==> src/rtl/ddr_pkg.sv <==
// Shared types and constants for the DDR4 DQ bus scheduler: directions,
// burst length, default latencies and the scheduler config record.
package ddr_pkg;

  typedef enum logic {
    RD = 1'b0,
    WR = 1'b1
  } dir_e;

  localparam int BURST_TCK = 4;

  localparam logic [5:0] DEF_CL  = 6'd11;
  localparam logic [5:0] DEF_CWL = 6'd9;
  localparam logic [1:0] DEF_PRE = 2'd1;

  typedef struct packed {
    logic [5:0] cl;
    logic [5:0] cwl;
    logic [1:0] pre;
  } sched_cfg_t;

  // A latency needs two cycles between the grant and the preamble start.
  function automatic logic lat_ok(input logic [5:0] lat, input logic [1:0] pre,
                                  input int lat_max);
    int l;
    int p;
    l = int'(lat);
    p = int'(pre);
    return ((l - p) >= 2) && (l <= lat_max);
  endfunction

  function automatic logic cfg_legal(input sched_cfg_t c, input int lat_max);
    return ((c.pre == 2'd1) || (c.pre == 2'd2)) &&
           lat_ok(c.cl, c.pre, lat_max) && lat_ok(c.cwl, c.pre, lat_max);
  endfunction

endpackage

==> src/rtl/ddr_launch_pipe.sv <==
// Launch delay line: a load at index i makes start pulse exactly i+1 cycles later.
// Several launches may be in flight at once, one bit each.
module ddr_launch_pipe #(
  parameter int DEPTH = 32,
  parameter int IDX_W = $clog2(DEPTH)
) (
  input  logic             CK_t,
  input  logic             reset,
  input  logic             load,
  input  logic [IDX_W-1:0] idx,
  output logic             start,
  output logic             any
);

  logic [DEPTH-1:0] pipe_reg;
  logic [DEPTH-1:0] pipe_next;
  logic [DEPTH-1:0] load_vec;

  genvar gi;
  generate
    for (gi = 0; gi < DEPTH; gi++) begin : g_load
      assign load_vec[gi] = load && (idx == IDX_W'(gi));
    end
  endgenerate

  always_comb begin
    pipe_next = {1'b0, pipe_reg[DEPTH-1:1]} | load_vec;
  end

  always_ff @(posedge CK_t) begin
    if (reset) begin
      pipe_reg <= '0;
    end else begin
      pipe_reg <= pipe_next;
    end
  end

  assign start = pipe_reg[0];
  assign any   = |pipe_reg;

endmodule

==> src/rtl/ddr_dq_bus_sched.sv <==
// Read/write column arbiter for the shared DQ bus: tracks bus occupancy,
// enforces seamless/turnaround spacing and launches the data-pin start pulses.
module ddr_dq_bus_sched
  import ddr_pkg::*;
#(
  parameter int LAT_MAX   = 32,
  parameter int WR_STARVE = 16
) (
  input  logic       CK_t,
  input  logic       reset,
  input  logic       cfg_load,
  input  logic [5:0] cfg_cl,
  input  logic [5:0] cfg_cwl,
  input  logic [1:0] cfg_pre,
  input  logic       rd_req,
  output logic       rd_ack,
  input  logic       wr_req,
  output logic       wr_ack,
  output logic       rd_start_dd,
  output logic       wr_start_dd,
  output logic       busy,
  output logic       cfg_err
);

  localparam int IDX_W  = $clog2(LAT_MAX);
  localparam int WAIT_W = $clog2(WR_STARVE + 1);
  localparam logic [WAIT_W-1:0] STARVE_LIM = WAIT_W'(WR_STARVE);
  localparam logic [6:0] BURST_TAIL = 7'(BURST_TCK - 1);

  sched_cfg_t        cfg_reg, cfg_next, cfg_in;
  dir_e              last_dir_reg, last_dir_next;
  logic [6:0]        rem_reg, rem_next;
  logic [WAIT_W-1:0] wr_wait_reg, wr_wait_next;
  logic              cfg_err_reg, cfg_err_next;

  logic [6:0] rd_lat, wr_lat, pre_w, rd_launch, wr_launch;
  logic       rd_elig, wr_elig, wr_first, rd_grant, wr_grant;
  logic       rd_any, wr_any;

  always_comb begin
    rd_lat    = {1'b0, cfg_reg.cl};
    wr_lat    = {1'b0, cfg_reg.cwl};
    pre_w     = {5'b0, cfg_reg.pre};
    rd_launch = rd_lat - pre_w - 7'd1;
    wr_launch = wr_lat - pre_w - 7'd1;

    // Turnaround needs one idle DQ cycle ahead of the new direction's preamble.
    if (last_dir_reg == RD) begin
      rd_elig = rd_lat >= rem_reg;
      wr_elig = (wr_lat - pre_w) >= (rem_reg + 7'd1);
    end else begin
      wr_elig = wr_lat >= rem_reg;
      rd_elig = (rd_lat - pre_w) >= (rem_reg + 7'd1);
    end

    // A starved write blocks reads so the bus can drain to a write window.
    wr_first = wr_wait_reg >= STARVE_LIM;
    rd_grant = !reset && rd_req && rd_elig && !(wr_first && wr_req);
    wr_grant = !reset && wr_req && wr_elig && !rd_grant;
  end

  always_comb begin
    rem_next      = rem_reg;
    last_dir_next = last_dir_reg;
    wr_wait_next  = wr_wait_reg;
    cfg_next      = cfg_reg;
    cfg_err_next  = cfg_err_reg;
    cfg_in        = '{cl: cfg_cl, cwl: cfg_cwl, pre: cfg_pre};

    if (rd_grant) begin
      rem_next      = rd_lat + BURST_TAIL;
      last_dir_next = RD;
    end else if (wr_grant) begin
      rem_next      = wr_lat + BURST_TAIL;
      last_dir_next = WR;
    end else if (rem_reg != 7'd0) begin
      rem_next = rem_reg - 7'd1;
    end

    if (wr_grant) begin
      wr_wait_next = '0;
    end else if (wr_req && (wr_wait_reg != STARVE_LIM)) begin
      wr_wait_next = wr_wait_reg + 1'b1;
    end

    if (cfg_load) begin
      if (busy || !cfg_legal(cfg_in, LAT_MAX)) begin
        cfg_err_next = 1'b1;
      end else begin
        cfg_next = cfg_in;
      end
    end
  end

  always_ff @(posedge CK_t) begin
    if (reset) begin
      cfg_reg      <= '{cl: DEF_CL, cwl: DEF_CWL, pre: DEF_PRE};
      last_dir_reg <= RD;
      rem_reg      <= '0;
      wr_wait_reg  <= '0;
      cfg_err_reg  <= 1'b0;
    end else begin
      cfg_reg      <= cfg_next;
      last_dir_reg <= last_dir_next;
      rem_reg      <= rem_next;
      wr_wait_reg  <= wr_wait_next;
      cfg_err_reg  <= cfg_err_next;
    end
  end

  ddr_launch_pipe #(.DEPTH(LAT_MAX)) u_rd_pipe (
    .CK_t  (CK_t),
    .reset (reset),
    .load  (rd_grant),
    .idx   (rd_launch[IDX_W-1:0]),
    .start (rd_start_dd),
    .any   (rd_any)
  );

  ddr_launch_pipe #(.DEPTH(LAT_MAX)) u_wr_pipe (
    .CK_t  (CK_t),
    .reset (reset),
    .load  (wr_grant),
    .idx   (wr_launch[IDX_W-1:0]),
    .start (wr_start_dd),
    .any   (wr_any)
  );

  assign busy    = rd_any || wr_any || (rem_reg != 7'd0);
  assign rd_ack  = rd_grant;
  assign wr_ack  = wr_grant;
  assign cfg_err = cfg_err_reg;

endmodule

==> config.mk <==
export PLATFORM = sky130hd
export DESIGN_NAME = ddr_dq_bus_sched
export DESIGN_NICKNAME = d
export VERILOG_FILES = /design/src/rtl/ddr_pkg.sv /design/src/rtl/ddr_launch_pipe.sv /design/src/rtl/ddr_dq_bus_sched.sv
export SDC_FILE = /design/constraint.sdc
export NUM_CORES = 1
export LEC_CHECK = 0
export BUFFER_PORTS_ARGS = -buffer_cell sky130_fd_sc_hd__buf_2
export CORE_MARGIN = 8
export CORE_UTILIZATION = 45
export CTS_CLUSTER_SIZE = 16
export DETAILED_ROUTE_END_ITERATION = 8
export PLACE_DENSITY = 0.74
export REMOVE_ABC_BUFFERS = 1
export SYNTH_ARGS = -nofsm -noshare
export SYNTH_HDL_FRONTEND = slang
export SYNTH_SLANG_ARGS = --single-unit
==> constraint.sdc <==
create_clock -name CK_t -period 3 [get_ports CK_t]
set_clock_uncertainty 0.1 [all_clocks]
set_input_delay 0 -clock CK_t [delete_from_list [all_inputs] [get_ports CK_t]]
set_output_delay 0 -clock CK_t [all_outputs]
set_load 0.05 [all_outputs]
==> flow_summary.json, run 1 <==
{
  "worstPathMaxFanout": 3,
  "num_rows": 40,
  "number_of_antenna_violations_at_the_first_check_in_global_routing": 0,
  "total_wirelength_um": 19800,
  "max_stage_delay_ns": 0.36,
  "place.detailed.instances": 833,
  "yosysMostFrequentCell": "sky130_fd_sc_hd__dfxtp_1",
  "drt-wirelength-per-cell_um": 21.7,
  "drt.antenna.violating_nets": 0,
  "final_nets": 824,
  "synth_simple_gate_area_share_pct": 22.7,
  "global_route.usage.met2_pct": 37.1,
  "insertion_delay_ns": 0.36,
  "syn_area_um2": 5450,
  "clockBufferDepth": 2,
  "y_dimension_of_the_die_um": 126,
  "layout_setup_ws_ns": -0.291,
  "timing.slew.headroom_pct": 34.3,
  "dp_worst_setup_slack_ns": -0.310,
  "yosysSeqAreaShare_pct": 33.8,
  "h-tree-depth": 3,
  "status": "complete, but fails checks",
  "path_class": "register to output pin",
  "final_min_period_over_clock_period_pct": 110,
  "cts_root_buffer": "sky130_fd_sc_hd__clkbuf_16",
  "critical_path_arrival_ns": 3.19,
  "groute.layer.met1.usage_pct": 27.4,
  "share_of_final_layout_standard_cells_stronger_than_drive_strength_1_pct": 32.4,
  "port-buffer-count": 24,
  "cp.required_ns": 2.90,
  "critical_path_buf_inv_count": 5,
  "synthDominantAreaCellType": "sky130_fd_sc_hd__dfxtp_1",
  "routed-via-count": 5906,
  "violated_checks": "setup timing",
  "finalCoreUtilization_pct": 65.3,
  "gr-max-usage-layer": "met2",
  "synth_seq_cells": 92,
  "syn_area_per_cell_um2": 8.53,
  "placeableCoreArea_um2": 11900,
  "post-synth-top-area-fraction_pct": 33.8,
  "final_design_area_no_fill_um2": 7780,
  "netlist_instances": 639,
  "grt_pass1_vias": 5545,
  "globalRouteOverflowTotal": 0,
  "detailed_place.area_um2": 6080,
  "ioPinCount": 25,
  "critPathLaunchType": "register",
  "async_flop_share_pct": 0,
  "grt_first_pass_wirelength_um": 28500,
  "path_clk_slew_ns": 0.06,
  "setup_violations": 74,
  "ir_worst_vdd_mv": 0.464,
  "yosys.area_share.xor_xnor_pct": 5.88,
  "final-instance-count-excl-fill": 912,
  "crit_path_cell_trace": "inv_2 -> ha_4 -> fa_2 -> nand2b_1 -> nor2_2 -> xor2_2 -> ha_1 -> buf_6 -> a21oi_2 -> nor2b_1 -> o21ai_1 -> a311o_1 -> inv_2 -> buf_12 -> nor3_4 -> buf_6",
  "synth_top_flop_cell": "sky130_fd_sc_hd__dfxtp_1",
  "whs_ns": 0.0448,
  "detail_route.iter0.violations": 787,
  "path_delay_family": "adder cells",
  "power_per_cell_area_nw_per_um2": 717,
  "groute.usage.overall_pct": 22.1,
  "finalHoldViolCount": 0,
  "critical_path.slowest_cell": "sky130_fd_sc_hd__fa_2",
  "p_seq_share_pct": 24.7,
  "die_area_um2": 15900,
  "achievable-frequency_mhz": 304,
  "type_of_destination_of_the_critical_path": "output pin",
  "estimated_wirelength_of_the_detail_placed_design_um": 11900,
  "cts_tree": "yes",
  "synth.top_cells.by_count": "sky130_fd_sc_hd__dfxtp_1 (92), sky130_fd_sc_hd__nor2_1 (87), sky130_fd_sc_hd__ha_1 (41), sky130_fd_sc_hd__a41oi_1 (39), sky130_fd_sc_hd__nor4_1 (33)",
  "drc_markers": 0,
  "cellInternalPower_mw": 3.38,
  "unrepaired_setup_endpoints_after_global_routing": "yes",
  "grt_start_max_net_pins": 87,
  "groute.layer.met3.usage_pct": 4.01,
  "antenna_diode_count": 0,
  "number_of_flops_mapped_to_enable_cells_by_yosys": 0,
  "sw_pwr_mw": 2.19,
  "synth.area.top_cells": "sky130_fd_sc_hd__dfxtp_1 (34%), sky130_fd_sc_hd__ha_1 (9.4%), sky130_fd_sc_hd__a41oi_1 (6.3%), sky130_fd_sc_hd__nor2_1 (6.0%), sky130_fd_sc_hd__nor4_1 (3.8%)",
  "route.detailed.vias_per_inst": 6.48,
  "die_x_um": 126,
  "yosysUniqueCellTypes": 63,
  "drv_cap": 0,
  "total_leakage_power_nw": 2.98,
  "tritoncts.num_buffers": 9,
  "hold_crit_path_type": "primary input to register",
  "synth.area.mux_share_pct": 0.735,
  "max_slew.worst_pin.slew_ns": 0.986,
  "clockPowerShare_pct": 23.7,
  "synth_top_family_by_area": "simple AND/OR/NAND/NOR gates",
  "yosys_synthesis_warning_count": 0,
  "first_pass_iters": 5,
  "power.share.combinational_pct": 51.6,
  "drv_slew": 0,
  "post_layout_total_power_mw": 5.58,
  "setup_tns_final_ns": -12.54,
  "area_growth_syn_to_layout_pct": 42.8,
  "gp_congestion": 0.933,
  "synth_compound_gate_area_share_pct": 20.0,
  "synth_adder_area_share_pct": 10.9,
  "finalCriticalPeriod_ns": 3.29,
  "switching_share_pct": 39.3,
  "floorplan.initialDensity_pct": 45.7,
  "number_of_clock_sinks_seen_by_cts": 92
}
==> layer usage <==
| layer | part of all wire, % | wire, um |
|---|---|---|
| met5 | 0 | 0 |
| met3 | 7.9 | 1560 |
| met4 | 4.7 | 932 |
| met2 | 48 | 9540 |
| met1 | 39 | 7770 |
==> logic make-up (layout without fill, tap and decap cells) <==
kind of cell / after synthesis / in the layout
AO/OA/AOI/OAI: 151 / 151
buffers and inverters: 76 / 201
multiplexers: 4 / 4
XOR/XNOR: 34 / 34
adder cells (fa/ha/maj): 45 / 45
AND/OR/NAND/NOR: 237 / 238
flip-flops: 92 / 92
==> power by group through the flow <==
| stage | clock, mW | combinational (mW) | sequential, mW |
|---|---|---|---|
| after floorplan | 0 | 1.13 | 1.41 |
| after global placement | 0 | 1.84 | 1.39 |
| after detailed placement | 0 | 1.89 | 1.39 |
| after CTS | 1.32 | 2.25 | 1.37 |
| after global routing | 1.37 | 3.02 | 1.39 |
| final | 1.32 | 2.88 | 1.38 |
==> cell usage in the layout (no fill, tap or decap), types with 4 or more instances in the layout <==
master / instances
sky130_fd_sc_hd__ha_1: 36
sky130_fd_sc_hd__nor4_2: 6
sky130_fd_sc_hd__xnor2_1: 17
sky130_fd_sc_hd__dlygate4sd3_1: 23
sky130_fd_sc_hd__o21ai_1: 4
sky130_fd_sc_hd__nor2b_1: 6
sky130_fd_sc_hd__inv_1: 28
sky130_fd_sc_hd__buf_6: 7
sky130_fd_sc_hd__nor3_1: 16
sky130_fd_sc_hd__o31a_1: 4
sky130_fd_sc_hd__nor4_4: 4
sky130_fd_sc_hd__buf_4: 86
sky130_fd_sc_hd__dfxtp_2: 5
sky130_fd_sc_hd__nor4_1: 24
sky130_fd_sc_hd__buf_12: 4
sky130_fd_sc_hd__a21oi_1: 19
sky130_fd_sc_hd__clkbuf_16: 12
sky130_fd_sc_hd__dfxtp_1: 87
sky130_fd_sc_hd__inv_2: 4
sky130_fd_sc_hd__nand4_1: 20
sky130_fd_sc_hd__buf_2: 21
sky130_fd_sc_hd__a21o_1: 4
sky130_fd_sc_hd__nand2_1: 18
sky130_fd_sc_hd__nand3_1: 19
sky130_fd_sc_hd__nor2_2: 4
sky130_fd_sc_hd__o31ai_1: 15
sky130_fd_sc_hd__nand2b_1: 4
sky130_fd_sc_hd__nor2_1: 82
sky130_fd_sc_hd__o21a_1: 6
sky130_fd_sc_hd__o21ai_0: 16
sky130_fd_sc_hd__ha_4: 4
sky130_fd_sc_hd__a41oi_2: 36
sky130_fd_sc_hd__a31oi_1: 16
sky130_fd_sc_hd__xor2_1: 10
==> path summary, 6_finish.rpt <==
kind	slack [ns]	to	from	cells past startpoint
worst min-delay path	0.04	wr_wait_reg[3]$_SDFFE_PP0P_	wr_req	4
worst max register to register	-0.27	rem_reg[6]$_SDFFE_PP0P_	cfg_reg[2]$_SDFFE_PP1P_	14
worst min register to register	0.36	cfg_err$_SDFFE_PP0P_	cfg_err$_SDFFE_PP0P_	2
worst max-delay path	-0.29	wr_ack	cfg_reg[8]$_SDFFE_PP1P_	16
==> final cells by class <==
cell class / count / area, um^2
Inverter: 34 / 130
Clock inverter: 6 / 111
Sequential cell: 92 / 1850
Clock buffer: 10 / 229
Tap cell: 147 / 184
Timing Repair Buffer: 151 / 1340
Multi-Input combinational cell: 472 / 3940
Fill cell: 874 / 4130
==> worst register-to-register path, delay by kind of cell, from the launching register on <==
kind,cells,cell delay (ns)
and+or+nand+nor,3,0.40
AOI/OAI and AO/OA,4,0.89
buffers and inverters,3,0.43
muxes,1,0.12
DFF,1,0.33
adders and majority gates,3,0.91
==> what timing repair did <==
action	CTS	global route
hold buffers	27	0
setup endpoints to repair	79	91
cloned	2	5
endpoints found under the hold margin	15	0
gates resized for setup	62	72
buffers inserted	20	17
pin swaps	13	45
No activity file was read; power rests on OpenSTA's default activity.
==> run 2, diff against run 1 <==
Settings changed: PLACE_DENSITY 0.74 to not set, PLACE_DENSITY_LB_ADDON set to 0.1.
==> flow_summary.json, run 2 (synthesis results as in run 1) <==
{
  "setup_violations": 78,
  "port-buffer-count": 24,
  "critPathLaunchType": "register",
  "place.detailed.instances": 843,
  "finalHoldViolCount": 0,
  "final-instance-count-excl-fill": 905,
  "dp_worst_setup_slack_ns": -0.258,
  "ir_worst_vdd_mv": 0.415,
  "timing.slew.headroom_pct": 37.0,
  "cts_root_buffer": "sky130_fd_sc_hd__clkbuf_16",
  "total_leakage_power_nw": 2.89,
  "worstPathMaxFanout": 6,
  "drv_slew": 0,
  "num_rows": 40,
  "layout_commonest_cell": "sky130_fd_sc_hd__dfxtp_1",
  "hold_crit_path_type": "primary input to register",
  "final_nets": 817,
  "whs_ns": 0.0578,
  "placeableCoreArea_um2": 11900,
  "grt_pass1_vias": 5453,
  "post_layout_total_power_mw": 5.31,
  "gp_congestion": 0.923,
  "h-tree-depth": 3,
  "drt.antenna.violating_nets": 0,
  "estimated_wirelength_of_the_detail_placed_design_um": 12200,
  "layout_setup_ws_ns": -0.294,
  "insertion_delay_ns": 0.36,
  "ioPinCount": 25,
  "critical_path_arrival_ns": 3.19,
  "antenna_diode_count": 0,
  "grt_start_max_net_pins": 87,
  "power_per_cell_area_nw_per_um2": 702,
  "globalRouteOverflowTotal": 0,
  "first_pass_iters": 5,
  "number_of_antenna_violations_at_the_first_check_in_global_routing": 0,
  "cp.required_ns": 2.90,
  "worst-r2r-setup-slack_ns": -0.25,
  "max_slew.worst_pin.slew_ns": 0.940,
  "floorplan.initialDensity_pct": 45.7,
  "setup_tns_final_ns": -11.80,
  "most-common-layout-cells": "sky130_fd_sc_hd__dfxtp_1 (88), sky130_fd_sc_hd__nor2_1 (86), sky130_fd_sc_hd__buf_4 (82)",
  "grt_first_pass_wirelength_um": 28000,
  "crit_path_cell_trace": "inv_2 -> ha_4 -> fa_2 -> nor3b_4 -> nor3b_2 -> ha_1 -> a211o_1 -> a2bb2oi_2 -> o31a_1 -> or2_4 -> buf_8 -> nor3_4 -> buf_6",
  "y_dimension_of_the_die_um": 126,
  "violated_checks": "setup timing",
  "die_x_um": 126,
  "clockBufferDepth": 2,
  "total_wirelength_um": 18300,
  "achievable-frequency_mhz": 304,
  "path_clk_slew_ns": 0.07,
  "worst-r2r-cell-count": 14,
  "cts_tree": "yes",
  "finalCriticalPeriod_ns": 3.29,
  "drt-wirelength-per-cell_um": 20.2,
  "area_growth_syn_to_layout_pct": 38.7,
  "path_class": "register to output pin",
  "tritoncts.num_buffers": 9,
  "drc_markers": 0,
  "drv_cap": 0,
  "routed-via-count": 5568,
  "groute.usage.overall_pct": 21.9,
  "die_area_um2": 15900,
  "route.detailed.vias_per_inst": 6.15,
  "status": "complete, but fails checks",
  "critical_path.slowest_cell": "sky130_fd_sc_hd__fa_2",
  "unrepaired_setup_endpoints_after_global_routing": "yes",
  "max_stage_delay_ns": 0.41,
  "type_of_destination_of_the_critical_path": "output pin",
  "final_min_period_over_clock_period_pct": 110,
  "number_of_clock_sinks_seen_by_cts": 92,
  "detail_route.iter0.violations": 522,
  "share_of_final_layout_standard_cells_stronger_than_drive_strength_1_pct": 29.8,
  "min_delay_path_depth": 3
}
[run 2: report_power, final]
part           internal [mW]  switching [mW]  total, mW
Sequential              1.30          0.0734       1.38
Clock                  0.685           0.532       1.22
Combinational           1.22            1.49       2.71
[run 2: timing repair]
item / in CTS / in global routing
endpoints found under the hold margin: 15 / 0
hold buffers: 27 / 0
buffers inserted: 11 / 7
gates resized for setup: 58 / 48
endpoints found under the setup margin: 79 / 92
cloned: 2 / 5
pin swaps: 19 / 34
[run 2: per-layer routing]
metal / vias up / share of wire (%) / track usage [%]
met5: - / 0 / 0
met4: 0 / 2.1 / 7.01
met3: 44 / 6.0 / 5.27
met2: 201 / 49 / 37.2
met1: 2704 / 43 / 26.6
li1: 2619 / - / -
[run 2: final cells by class]
class	instances	area, um^2
tap	147	184
inverter	34	130
timing repair buffer	144	1270
fill	1006	4350
clock inverter	6	76.3
clock buffer	10	239
sequential	92	1850
multi-input combinational	472	3810
[run 2: path summary, 6_finish.rpt]
kind | start | endpoint
hold / removal | reset | cfg_reg[2]$_SDFFE_PP1P_
hold reg to reg | cfg_err$_SDFFE_PP0P_ | cfg_err$_SDFFE_PP0P_
setup / recovery | cfg_reg[2]$_SDFFE_PP1P_ | wr_ack
setup reg to reg | cfg_reg[2]$_SDFFE_PP1P_ | rem_reg[2]$_SDFFE_PP0P_
[run 2: critical path, delay by kind of cell (launching register included)]
| kind | cells | cell delay [ns] |
|---|---|---|
| AO/OA/AOI/OAI | 3 | 0.66 |
| buffers and inverters | 3 | 0.38 |
| AND/OR/NAND/NOR | 4 | 0.56 |
| flip-flops | 1 | 0.33 |
| adder cells (fa/ha/maj) | 3 | 0.90 |
[run 2: per-stage QoR]
step / instance area (um^2) / util [%]
global placement: 6180 / 51.9
finish: 7560 / 63.5
CTS: 7240 / 60.8
detailed placement: 6180 / 51.9
global route: 7560 / 63.5
floorplan: 5250 / -
==> run 3, diff against run 2 <==
Settings changed: CTS_BUF_LIST set to sky130_fd_sc_hd__clkbuf_2.
==> flow_summary.json, run 3 (synthesis results as in run 1) <==
{
  "first_pass_iters": 7,
  "place.detailed.instances": 843,
  "drv_slew": 0,
  "globalRouteOverflowTotal": 0,
  "worstPathMaxFanout": 7,
  "critical_path.slowest_cell": "sky130_fd_sc_hd__fa_2",
  "most-common-layout-cells": "sky130_fd_sc_hd__dfxtp_1 (88), sky130_fd_sc_hd__nor2_1 (84), sky130_fd_sc_hd__buf_4 (78)",
  "drc_markers": 0,
  "number_of_clock_sinks_seen_by_cts": 92,
  "ir_worst_vdd_mv": 0.349,
  "setup_tns_final_ns": -23.33,
  "antenna_diode_count": 0,
  "total_wirelength_um": 18400,
  "power_per_cell_area_nw_per_um2": 660,
  "critical_path_arrival_ns": 3.51,
  "cts_root_buffer": "sky130_fd_sc_hd__clkbuf_2",
  "drv_cap": 0,
  "status": "complete, but fails checks",
  "area_growth_syn_to_layout_pct": 41.6,
  "achievable-frequency_mhz": 277,
  "path_class": "register to output pin",
  "clockBufferDepth": 2,
  "number_of_antenna_violations_at_the_first_check_in_global_routing": 0,
  "total_leakage_power_nw": 2.95,
  "final_min_period_over_clock_period_pct": 120,
  "layout_commonest_cell": "sky130_fd_sc_hd__dfxtp_1",
  "grt_start_max_net_pins": 87,
  "hold_crit_path_type": "primary input to register",
  "insertion_delay_ns": 0.61,
  "num_rows": 40,
  "switching_share_pct": 42.1,
  "unrepaired_setup_endpoints_after_global_routing": "yes",
  "critPathLaunchType": "register",
  "cellInternalPower_mw": 2.95,
  "h-tree-depth": 3,
  "number_of_inserted_filler_cells_in_the_final_layout": 982,
  "detail_route.iter0.violations": 581,
  "ioPinCount": 25,
  "type_of_destination_of_the_critical_path": "output pin",
  "placeableCoreArea_um2": 11900,
  "cts_tree": "yes",
  "clockPowerShare_pct": 13.3,
  "tritoncts.num_buffers": 9,
  "path_clk_slew_ns": 0.26,
  "post_layout_total_power_mw": 5.09,
  "finalCriticalPeriod_ns": 3.61,
  "violated_checks": "setup timing",
  "gp_congestion": 0.923,
  "setup_violations": 79,
  "max_slew.worst_pin.slew_ns": 0.986,
  "layout_setup_ws_ns": -0.608,
  "route.detailed.vias_per_inst": 6.13,
  "floorplan.initialDensity_pct": 45.7,
  "crit_path_cell_trace": "inv_2 -> ha_4 -> fa_2 -> nor3b_4 -> xnor2_2 -> inv_2 -> ha_4 -> nand2_1 -> o31a_1 -> or2_4 -> buf_8 -> nor3_4 -> buf_6",
  "p_seq_share_pct": 27.2,
  "y_dimension_of_the_die_um": 126,
  "share_of_final_layout_standard_cells_stronger_than_drive_strength_1_pct": 32.4,
  "final_nets": 831,
  "final-instance-count-excl-fill": 919,
  "grt_pass1_vias": 5362,
  "routed-via-count": 5637,
  "groute.usage.overall_pct": 21.4,
  "cp.required_ns": 2.90,
  "finalHoldViolCount": 0,
  "power.share.combinational_pct": 59.5,
  "grt_first_pass_wirelength_um": 27600,
  "die_x_um": 126,
  "estimated_wirelength_of_the_detail_placed_design_um": 12200,
  "drt.antenna.violating_nets": 0,
  "sw_pwr_mw": 2.14,
  "max_stage_delay_ns": 0.41,
  "port-buffer-count": 24,
  "drt-wirelength-per-cell_um": 20.1,
  "die_area_um2": 15900,
  "timing.slew.headroom_pct": 33.9
}
==> run 3: cell types whose count changed in the layout (fill, tap and decap cells not counted), moves of 3 or more <==
cell and change:
sky130_fd_sc_hd__clkbuf_16 -6, sky130_fd_sc_hd__buf_8 +3, sky130_fd_sc_hd__nor4_1 -4, sky130_fd_sc_hd__buf_6 +11
sky130_fd_sc_hd__clkbuf_2 +9, sky130_fd_sc_hd__nor4_2 +3, sky130_fd_sc_hd__buf_4 -4, sky130_fd_sc_hd__dlygate4sd3_1 +3
==> run 3: worst paths after layout <==
path	startpoint	to	slack [ns]	cells past startpoint
hold reg to reg	cfg_err$_SDFFE_PP0P_	cfg_err$_SDFFE_PP0P_	0.38	2
hold / removal	rd_req	rem_reg[0]$_SDFFE_PP0P_	0.09	6
setup / recovery	cfg_reg[2]$_SDFFE_PP1P_	wr_ack	-0.61	13
setup reg to reg	cfg_reg[8]$_SDFFE_PP1P_	rem_reg[4]$_SDFFE_PP0P_	-0.54	18
==> run 3: power groups by stage <==
stage,Clock [mW],Sequential (mW),Combinational [mW]
2_1_floorplan,0,1.41,1.13
3_3_place_gp,0,1.40,1.95
3_5_place_dp,0,1.40,1.99
4_1_cts,0.689,1.38,2.30
5_1_grt,0.739,1.39,3.20
6_report,0.675,1.38,3.03
==> run 3: critical path: cells and delay by family, from the launching register on <==
| kind | cells | cell delay, ns |
|---|---|---|
| flip-flops | 1 | 0.39 |
| adder cells (fa/ha/maj) | 3 | 0.84 |
| XOR/XNOR | 1 | 0.22 |
| AO/OA/AOI/OAI | 1 | 0.34 |
| buffers and inverters | 4 | 0.46 |
| AND/OR/NAND/NOR | 4 | 0.67 |
==> run 3: layout make-up <==
class | instances | area (um^2) | share of cell area (%)
Tap cell | 147 | 184 | 2.38
Clock inverter | 7 | 80.1 | 1.04
Multi-Input combinational cell | 471 | 3920 | 50.8
Sequential cell | 92 | 1850 | 23.9
Clock buffer | 9 | 45.0 | 0.584
Inverter | 34 | 129 | 1.67
Timing Repair Buffer | 159 | 1510 | 19.6
==> run 3: per-layer routing <==
metal | vias up | share of wire (%) | global-route usage [%]
li1 | 2641 | - | -
met1 | 2725 | 43 | 26.7
met2 | 237 | 49 | 35.9
met3 | 34 | 5.9 | 5.70
met4 | 0 | 1.7 | 5.52
met5 | - | 0 | 0
==> run 3: what timing repair did <==
item,CTS,global route
gates cloned,2,7
buffers inserted,10,20
hold buffers,27,0
endpoints found under the hold margin,83,0
setup endpoints to repair,79,90
pin swaps,15,31
gates resized for setup,53,84
==> run 3: stage by stage <==
step                worst slack [ns]  util, %  area (um^2)  hold WS (ns)
floorplan                      -1.56        -         5250       -0.0309
global route                  -0.732     64.8         7720        0.0662
CTS                           -0.663     58.7         6990       0.00715
detailed placement            -0.258     51.9         6180         0.194
global placement              -0.162     51.9         6180         0.188
finish                        -0.608     64.8         7720        0.0920
